--- config.mk ---
export PLATFORM = sky130hd
export DESIGN_NAME = issue_queue_flat
export DESIGN_NICKNAME = d
export VERILOG_FILES = /design/src/rtl/issue_queue_if.sv /design/src/rtl/issue_queue.sv /design/src/flat_wrapper.sv
export SDC_FILE = /design/constraint.sdc
export NUM_CORES = 2
export LEC_CHECK = 0
export ABC_AREA = 0
export BUFFER_PORTS_ARGS = -buffer_cell sky130_fd_sc_hd__buf_2
export CORE_UTILIZATION = 40
export DETAILED_ROUTE_END_ITERATION = 7
export GPL_TIMING_DRIVEN = 0
export PLACE_DENSITY = 0.61
export SETUP_SLACK_MARGIN = 0.5
export SLEW_MARGIN = 15
export SYNTH_ARGS = -nofsm -noshare
export SYNTH_HDL_FRONTEND = slang
export SYNTH_SLANG_ARGS = --single-unit
--- constraint.sdc ---
create_clock -name clk -period 36.4 [get_ports clk]
set_input_delay 5.46 -clock clk [delete_from_list [all_inputs] [get_ports clk]]
set_output_delay 5.46 -clock clk [all_outputs]
set_load 0.03 [all_outputs]
--- src/rtl/issue_queue_if.sv ---
// Decoder-to-issue-queue-to-EX bundle: enqueue handshake, control and issued lanes.
interface issue_queue_if #(
  parameter int DEPTH = 8,
  parameter int PKT_W = 128
);
  localparam int CW = $clog2(DEPTH) + 1;

  logic [1:0]       in_valid;
  logic             in_ready;
  logic [PKT_W-1:0] in_pkt_a;
  logic [PKT_W-1:0] in_pkt_b;
  logic [17:0]      in_info_a;
  logic [17:0]      in_info_b;
  logic             flush;
  logic             stall;
  logic             ex_valid_a;
  logic             ex_valid_b;
  logic [PKT_W-1:0] ex_pkt_a;
  logic [PKT_W-1:0] ex_pkt_b;
  logic [CW-1:0]    count;

  // Decoder / test driver side
  modport master (
    output in_valid, in_pkt_a, in_pkt_b, in_info_a, in_info_b, flush, stall,
    input  in_ready, ex_valid_a, ex_valid_b, ex_pkt_a, ex_pkt_b, count
  );

  // Issue queue side
  modport slave (
    input  in_valid, in_pkt_a, in_pkt_b, in_info_a, in_info_b, flush, stall,
    output in_ready, ex_valid_a, ex_valid_b, ex_pkt_a, ex_pkt_b, count
  );
endinterface

--- src/rtl/issue_queue.sv ---
// Dual-issue circular dispatch buffer feeding the registered EX lanes A and B.
// Hazard info layout: {is_load, is_mem, rf_we, rf_waddr[4:0], rf_raddr1[4:0], rf_raddr2[4:0]}.
module issue_queue #(
  parameter int DEPTH = 8,
  parameter int PKT_W = 128
) (
  input logic         clk,
  input logic         rstn,
  issue_queue_if.slave bus
);
  localparam int PW = $clog2(DEPTH);
  localparam int CW = PW + 1;

  logic [PKT_W-1:0] r_pkt [DEPTH];
  logic [17:0]      r_info [DEPTH];
  logic [PW-1:0]    r_head;
  logic [PW-1:0]    r_tail;
  logic [CW-1:0]    r_count;

  logic             r_exValidA;
  logic             r_exValidB;
  logic [PKT_W-1:0] r_exPktA;
  logic [PKT_W-1:0] r_exPktB;
  logic             r_exLoadWe;
  logic [4:0]       r_exWaddr;

  logic             w_inReady;
  logic             w_enq;
  logic [CW-1:0]    w_enqNum;
  logic [PW-1:0]    w_head1;
  logic [PW-1:0]    w_tail1;
  logic [17:0]      w_h0Info;
  logic [9:0]       w_h1Raddr;
  logic             w_h1We;
  logic [4:0]       w_h1Waddr;
  logic             w_h0Ok;
  logic             w_h1Ok;
  logic             w_raw;
  logic             w_waw;
  logic             w_pair;
  logic [CW-1:0]    w_deq;

  // A candidate waits when the load now in lane B writes a nonzero register it reads.
  function automatic logic loadUse(input logic loadWe, input logic [4:0] waddr,
                                   input logic [9:0] raddrs);
    return loadWe && (waddr != 5'd0) && ((waddr == raddrs[9:5]) || (waddr == raddrs[4:0]));
  endfunction

  assign w_head1 = r_head + PW'(1);
  assign w_tail1 = r_tail + PW'(1);
  assign w_inReady = (CW'(DEPTH) - r_count) >= CW'(2);
  assign w_enq = bus.in_valid[0] && w_inReady && !bus.flush;

  // Enqueue width and the head-pair issue decision with its hazard checks.
  always_comb begin
    w_enqNum  = '0;
    w_h0Info  = r_info[r_head];
    w_h1Raddr = r_info[w_head1][9:0];
    w_h1We    = r_info[w_head1][15];
    w_h1Waddr = r_info[w_head1][14:10];
    w_h0Ok    = 1'b0;
    w_h1Ok    = 1'b0;
    w_raw     = 1'b0;
    w_waw     = 1'b0;
    w_pair    = 1'b0;
    w_deq     = '0;
    if (w_enq) begin
      w_enqNum = bus.in_valid[1] ? CW'(2) : CW'(1);
    end
    w_h0Ok = (r_count >= CW'(1)) && !loadUse(r_exLoadWe, r_exWaddr, w_h0Info[9:0]);
    w_h1Ok = (r_count >= CW'(2)) && !loadUse(r_exLoadWe, r_exWaddr, w_h1Raddr);
    w_raw  = w_h0Info[15] && (w_h0Info[14:10] != 5'd0) &&
             ((w_h0Info[14:10] == w_h1Raddr[9:5]) || (w_h0Info[14:10] == w_h1Raddr[4:0]));
    w_waw  = w_h0Info[15] && w_h1We && (w_h0Info[14:10] != 5'd0) &&
             (w_h0Info[14:10] == w_h1Waddr);
    w_pair = w_h0Ok && !w_h0Info[16] && w_h1Ok && !w_raw && !w_waw;
    if (!bus.stall && !bus.flush && w_h0Ok) begin
      w_deq = w_pair ? CW'(2) : CW'(1);
    end
  end

  // Pointer and occupancy bookkeeping; flush empties the queue outright.
  always_ff @(posedge clk or negedge rstn) begin
    if (!rstn) begin
      r_head  <= '0;
      r_tail  <= '0;
      r_count <= '0;
    end else if (bus.flush) begin
      r_head  <= '0;
      r_tail  <= '0;
      r_count <= '0;
    end else begin
      r_head  <= r_head + PW'(w_deq);
      r_tail  <= r_tail + PW'(w_enqNum);
      r_count <= r_count + w_enqNum - w_deq;
    end
  end

  // Entry storage; in_ready guarantees both target slots are free.
  always_ff @(posedge clk) begin
    if (w_enq) begin
      r_pkt[r_tail]  <= bus.in_pkt_a;
      r_info[r_tail] <= bus.in_info_a;
      if (bus.in_valid[1]) begin
        r_pkt[w_tail1]  <= bus.in_pkt_b;
        r_info[w_tail1] <= bus.in_info_b;
      end
    end
  end

  // EX-stage lane registers and the lane-B load tracking used for load-use stalls.
  always_ff @(posedge clk or negedge rstn) begin
    if (!rstn) begin
      r_exValidA <= 1'b0;
      r_exValidB <= 1'b0;
      r_exPktA   <= '0;
      r_exPktB   <= '0;
      r_exLoadWe <= 1'b0;
      r_exWaddr  <= '0;
    end else if (bus.flush) begin
      r_exValidA <= 1'b0;
      r_exValidB <= 1'b0;
      r_exLoadWe <= 1'b0;
      r_exWaddr  <= '0;
    end else if (!bus.stall) begin
      if (!w_h0Ok) begin
        r_exValidA <= 1'b0;
        r_exValidB <= 1'b0;
        r_exLoadWe <= 1'b0;
        r_exWaddr  <= '0;
      end else if (w_h0Info[16]) begin
        r_exValidA <= 1'b0;
        r_exValidB <= 1'b1;
        r_exPktB   <= r_pkt[r_head];
        r_exLoadWe <= w_h0Info[17] && w_h0Info[15];
        r_exWaddr  <= w_h0Info[14:10];
      end else begin
        r_exValidA <= 1'b1;
        r_exPktA   <= r_pkt[r_head];
        r_exValidB <= w_pair;
        if (w_pair) begin
          r_exPktB   <= r_pkt[w_head1];
          r_exLoadWe <= r_info[w_head1][17] && w_h1We;
          r_exWaddr  <= w_h1Waddr;
        end else begin
          r_exLoadWe <= 1'b0;
          r_exWaddr  <= '0;
        end
      end
    end
  end

  assign bus.in_ready   = w_inReady;
  assign bus.ex_valid_a = r_exValidA;
  assign bus.ex_valid_b = r_exValidB;
  assign bus.ex_pkt_a   = r_exPktA;
  assign bus.ex_pkt_b   = r_exPktB;
  assign bus.count      = r_count;
endmodule

--- src/flat_wrapper.sv ---
// flat-port wrapper written by rule: the top's interface ports become plain ports
module issue_queue_flat 
#(
  parameter int DEPTH = 8,
  parameter int PKT_W = 128
)
  (clk, rstn, bus_in_valid, bus_in_pkt_a, bus_in_pkt_b, bus_in_info_a, bus_in_info_b, bus_flush, bus_stall, bus_in_ready, bus_ex_valid_a, bus_ex_valid_b, bus_ex_pkt_a, bus_ex_pkt_b, bus_count);
  issue_queue_if #(.DEPTH(DEPTH), .PKT_W(PKT_W)) bus_i ();
  input logic clk;
  input logic rstn;
  input wire logic [$bits(bus_i.in_valid)-1:0] bus_in_valid;
  input wire logic [$bits(bus_i.in_pkt_a)-1:0] bus_in_pkt_a;
  input wire logic [$bits(bus_i.in_pkt_b)-1:0] bus_in_pkt_b;
  input wire logic [$bits(bus_i.in_info_a)-1:0] bus_in_info_a;
  input wire logic [$bits(bus_i.in_info_b)-1:0] bus_in_info_b;
  input wire logic [$bits(bus_i.flush)-1:0] bus_flush;
  input wire logic [$bits(bus_i.stall)-1:0] bus_stall;
  output wire logic [$bits(bus_i.in_ready)-1:0] bus_in_ready;
  output wire logic [$bits(bus_i.ex_valid_a)-1:0] bus_ex_valid_a;
  output wire logic [$bits(bus_i.ex_valid_b)-1:0] bus_ex_valid_b;
  output wire logic [$bits(bus_i.ex_pkt_a)-1:0] bus_ex_pkt_a;
  output wire logic [$bits(bus_i.ex_pkt_b)-1:0] bus_ex_pkt_b;
  output wire logic [$bits(bus_i.count)-1:0] bus_count;
  assign bus_i.in_valid = bus_in_valid;
  assign bus_i.in_pkt_a = bus_in_pkt_a;
  assign bus_i.in_pkt_b = bus_in_pkt_b;
  assign bus_i.in_info_a = bus_in_info_a;
  assign bus_i.in_info_b = bus_in_info_b;
  assign bus_i.flush = bus_flush;
  assign bus_i.stall = bus_stall;
  assign bus_in_ready = bus_i.in_ready;
  assign bus_ex_valid_a = bus_i.ex_valid_a;
  assign bus_ex_valid_b = bus_i.ex_valid_b;
  assign bus_ex_pkt_a = bus_i.ex_pkt_a;
  assign bus_ex_pkt_b = bus_i.ex_pkt_b;
  assign bus_count = bus_i.count;
  issue_queue #(.DEPTH(DEPTH), .PKT_W(PKT_W)) u_core (.clk(clk), .rstn(rstn), .bus(bus_i));
endmodule
==> Yosys cells after proc, flatten, opt, wreduce, memory -nomap -nowiden <==
Memories as Yosys holds them, arrays and structs flattened.
Cells that the tools add are included.
{ "word_totals": {"register_bits": 274, "ram_bits": 1168, "input_bits": 298, "output_inout_bits": 263, "elab_cells": 99, "n_memories": 2} }
{ "classes": {"add_sub_neg": 7, "n_lt_le_gt_ge": 3, "eq_ne": 8, "n_mux": 32, "bitwise": 3, "reduce_logical": 35} }
{ "memory_table": {"columns": ["name", "words", "word_bits", "rd", "rd_ports_with_merged_regs", "write_ports", "line_no", "rtl"], "rows": [
  ["u_core.r_pkt", 8, 128, 2, 0, 2, "issue_queue.sv:14", "logic [PKT_W-1:0] r_pkt [DEPTH];"],
  ["u_core.r_info", 8, 18, 2, 0, 2, "issue_queue.sv:15", "logic [17:0] r_info [DEPTH];"]
]} }
{ "ops": {"columns": ["cell", "count"], "rows": [
  ["128-bit two-way mux", 2],
  ["5-bit == test", 7],
  ["5-bit two-way mux", 5],
  ["1-bit logical AND", 20],
  ["1-bit two-way mux", 18],
  ["4-bit two-way mux", 3],
  ["5-bit nonzero test", 2],
  ["4-bit by 2-bit greater-or-equal comparator with 1-bit output, second input constant", 2],
  ["4-bit AND reduction", 2],
  ["1-bit zero test", 7],
  ["3-bit by 1-bit adder with 3-bit output, second input constant", 2],
  ["3-bit adder", 2],
  ["3-bit two-way mux", 2],
  ["4-bit adder", 1],
  ["4-bit by 1-bit greater-or-equal comparator with 1-bit output, second input constant", 1],
  ["2-bit two-way mux", 2],
  ["4-bit subtractor", 1],
  ["4-bit subtractor, first input constant", 1],
  ["1-bit logical OR", 3],
  ["1-bit NOT", 3],
  ["2-bit inequality test, second input constant", 1],
  ["2-bit nonzero test", 1]
]} }

==> Depth between registers and ports, before layout <==
An unclocked memory read counts as a cell.
{ "depth": {"word_depth": 15, "ltp_mapped": 21, "ltp_nobuf": 16} }

==> Worst setup path after synthesis <==
Ideal clock, no wire load.
{ "synth_path": {"path_type": "input-to-reg", "from": "input bus_flush", "to": "memory u_core.r_info[5][0] (enable)", "setup_ps": 853, "t_arrival_ps": 16024, "required_ps": 35547, "path_slack_ps": 19523, "stages": 3, "n_path_buf": 0, "path_cell_list": "and3b_1 nand2_1 o21ai_0"} }
{ "synth_rtl": {"columns": ["item", "line_no", "rtl"], "rows": [
  ["start: declaration", "flat_wrapper.sv:16", "input wire logic [$bits(bus_i.flush)-1:0] bus_flush;"],
  ["end: declaration", "issue_queue.sv:15", null]
]} }

==> summary.txt <==
Finish
  • Register area: 41900 um^2
  • Fillers: 17256
  • Most common cell after layout, fill and taps aside: mux2_2
  • Footprint of the multi-input gates: 35600 um^2
  • Area grow syn2layout: 18.0%
  • # nets final: 6031
  • Layout cells sized above 1: 50.1%
  • Commonest cells after routing, fill and taps aside: mux2_2 (1278), edfxtp_1 (1168), buf_2 (653), mux4_2 (582), clkbuf_1 (319)

Synth
  • Number of enable flip-flop cells after synthesis: 1168
  • Avg Cell Area, Syn: 16.3 um^2
  • Yosys reg bits: 1442
  • Netlist cell types: 55
  • Synthesized instance count: 4886
  • Area leader, netlist: edfxtp_1
  • Share of the yosys chip area belonging to registers: 52.7%
  • Post-Syn Area: 79500 um^2
  • Top FF cell, synth: edfxtp_1
  • Share of flip-flops with an asynchronous set or reset: 19.0%
  • Largest cells by area after synthesis: edfxtp_1 (44%), mux2_2 (18%), mux4_2 (16%)
  • Yosys warnings: 0
  • Syn_nets: 5203
  • Share of the synthesized area in the top cell type: 44.1%

Placed design
  • IO Port Bufs: 560
  • Dpl ws: about 27 ns
  • Final GP Congestion: ~0.84
  • Detailed placement HPWL: 202 mm

Clocking
  • Clock latency on the worst-skew pair: ~0.86 ns
  • Worst-path clk slew: 0.06 ns
  • CTS tree: yes
  • Sink Count: 1442
  • CTS hold repair buffers: 0
  • CTS buffer count: 168
  • H-tree levels: 4
  • Number of gates resized after CTS: 0
  • Clock Tree Buf Depth: 3
  • Root buffer cell: clkbuf_16
  • Setup Buffers After CTS: 0

Timing
  • Final setup margin: between 20 and 30 ns
  • Setup TNS: 0 ns
  • Final hold slack: 0.481 ns
  • Hold Fails Final Rpt: 0
  • Worst Tran Pin Value: around 1.3 ns
  • Final Skew: slightly below 0.07 ns
  • Min Clock Period, post-route: about 9.2 ns
  • Final setup fails: 0
  • Fin. max-slew vios: 0
  • RSZ-0062 raised after global routing: no
  • Highest clock rate: 0.109 GHz
  • Slew HR: 16.2%
  • Crit share post-route: 25.3%

Setup path
  • Worst Path Required: 36.93 ns
  • CP startpoint: bus_flush
  • Reg-to-Reg End: u_core.bus.count[2]
  • RR Startpoint: u_core.r_head[1]
  • CP Max Fanout: 18
  • WS Path Type: input pin to flip-flop
  • Crit path DAT: 9.73 ns
  • CP endpoint: u_core.r_pkt[7][83]
  • Register-to-register setup slack: 30.55 ns
  • Worst R2R Path Depth: 14
  • Startpoint types: input pin
  • Element type at the critical path end: flip-flop

GRT
  • Vias in the first global route: 53347
  • First-pass GRT wire length: 398 mm
  • Pin count of the biggest net entering global routing: 91
  • Global route total overflow: 0
  • GRT Overall Usage: 28.1%
  • Initial antenna violation count: 131

Power and ir drop
  • Net Sw Frac: roughly 37%
  • Power Internal: ~4 mW
  • Final Power: around 6.4 mW
  • Max IR drop VDD: slightly above 0.05 mV
  • Clock share of power: 26.4%
  • Switching power: ~2.4 mW
  • Pwr dens: 68.4 nW/um^2
  • Logic pwr share: 40.0%
  • Flop pwr share: 33.6%
  • Leak: ~32 nW

Drt
  • Post-DR vias/cell: 6.13
  • DR WL/cell: between 30 and 40 um
  • Drt initial violations: 5393
  • Routed wire length: 286 mm
  • DR pass1 iterations: 7
  • Antenna viol nets, final: 0
  • # DRC: 0
  • Vias after detailed routing: 52490

Floorplanning
  • Initial Util: 40.3%
  • # IOs: between 500 and 600
  • Die ar.: roughly 200000 um^2
  • Rows: 163
  • Core region area: 197000 um^2
  • Vert. Die Dim: approximately 450 um
  • Die width: ~450 um

Hold path
  • Worst hold stages: 2
  • Hold/Removal Path Class: flip-flop to flip-flop

Job
  • Max-Cap Viols: 0

Outcome
  • Status: finished, final reports clean
-- synth_stat cells, types with 6 or more instances --
cell and number:
mux2_2 1278, nand3_1 6, ha_1 15, mux4_2 582
xnor2_1 23, xor2_1 23, nor2b_1 7, and3_1 128
dfrtp_1 274, nor2_1 142, mux2i_1 42, nor3_1 11
mux2_1 148, buf_4 13, a41oi_1 129, o22a_1 128
buf_6 28, buf_1 16, edfxtp_1 1168, buf_2 94
clkbuf_1 276, nand2_1 276, inv_1 12
-- stage by stage --
| stage | utilization, % | cells | instance area, um^2 |
|---|---|---|---|
| final | 47.5 | 8565 | 93800 |
| after global routing | 47.5 | 8536 | 93700 |
| after CTS | 47.4 | 8499 | 93600 |
| after detailed placement | 44.6 | 8184 | 88100 |
| after global placement | 43.4 | 8086 | 85600 |
| after floorplan | - | 4886 | 79500 |
-- worst max-delay path, stage by stage --
cell and delay [ns]:
buf_2 0.14, and3b_1 0.42, nand2_1 0.25, nor3_1 0.47, clkbuf_1 0.75, clkbuf_1 0.81
o21bai_4 0.44, buf_12 0.27, buf_12 0.22, buf_12 0.21, buf_16 0.19
-- flip-flops by register name, summed over array words and instances (netlist names) --
signal	count
u_core.r_exWaddr	5
u_core.r_info	144
u_core.bus.count	4
u_core.bus.ex_valid_b	1
u_core.bus.ex_pkt_a	128
u_core.r_tail	3
u_core.r_head	3
u_core.r_pkt	1024
u_core.bus.ex_valid_a	1
u_core.bus.ex_pkt_b	128
u_core.r_exLoadWe	1
-- how the worst min path moves through the flow --
stage | from | endpoint | slack [ns]
after floorplan | u_core.r_exLoadWe | u_core.r_exLoadWe | 0.55
after global placement | u_core.bus.ex_valid_a | u_core.bus.ex_valid_a | 0.46
after detailed placement | u_core.bus.ex_valid_a | u_core.bus.ex_valid_a | 0.47
after CTS | u_core.bus.ex_valid_a | u_core.bus.ex_valid_a | 0.49
after global routing | u_core.bus.ex_pkt_a[118] | u_core.bus.ex_pkt_a[118] | 0.49
final | u_core.bus.ex_valid_a | u_core.bus.ex_valid_a | 0.48
-- power groups by stage --
stage	sequential, mW	clock [mW]	combinational [mW]
final	2.15	1.70	2.56
after CTS	2.15	1.72	2.57
after global routing	2.17	1.77	2.70
after global placement	2.25	0	2.49
after floorplan	2.45	0	1.39
after detailed placement	2.18	0	2.56
-- area by class of cell --
class	count	share of cell area (%)
Tap cell	2640	3.52
Sequential cell	1442	44.7
Antenna cell	66	0.176
Buffer	428	2.15
Clock inverter	60	0.722
Inverter	15	0.0600
Multi-Input combinational cell	3001	38.0
Timing Repair Buffer	658	5.54
Clock buffer	255	5.12
-- cell families after synthesis --
| family | after synthesis | synth area share (%) |
|---|---|---|
| buffers and inverters | 443 | 2.58 |
| AO/OA/AOI/OAI | 291 | 3.14 |
| AND/OR/NAND/NOR | 589 | 3.33 |
| adder cells (fa/ha/maj) | 19 | 0.337 |
| flip-flops | 1442 | 52.7 |
| XOR/XNOR | 47 | 0.527 |
| multiplexers | 2055 | 37.3 |
-- per-layer routing --
metal / global-route usage (%) / share of wire (%) / up-vias
met5: 0 / 0.14 / -
met4: 15.9 / 5.9 / 64
met3: 6.37 / 8.0 / 719
met2: 45.1 / 48 / 2612
met1: 35.1 / 38 / 27420
li1: - / - / 21675
(Power assumes the default switching activity.)
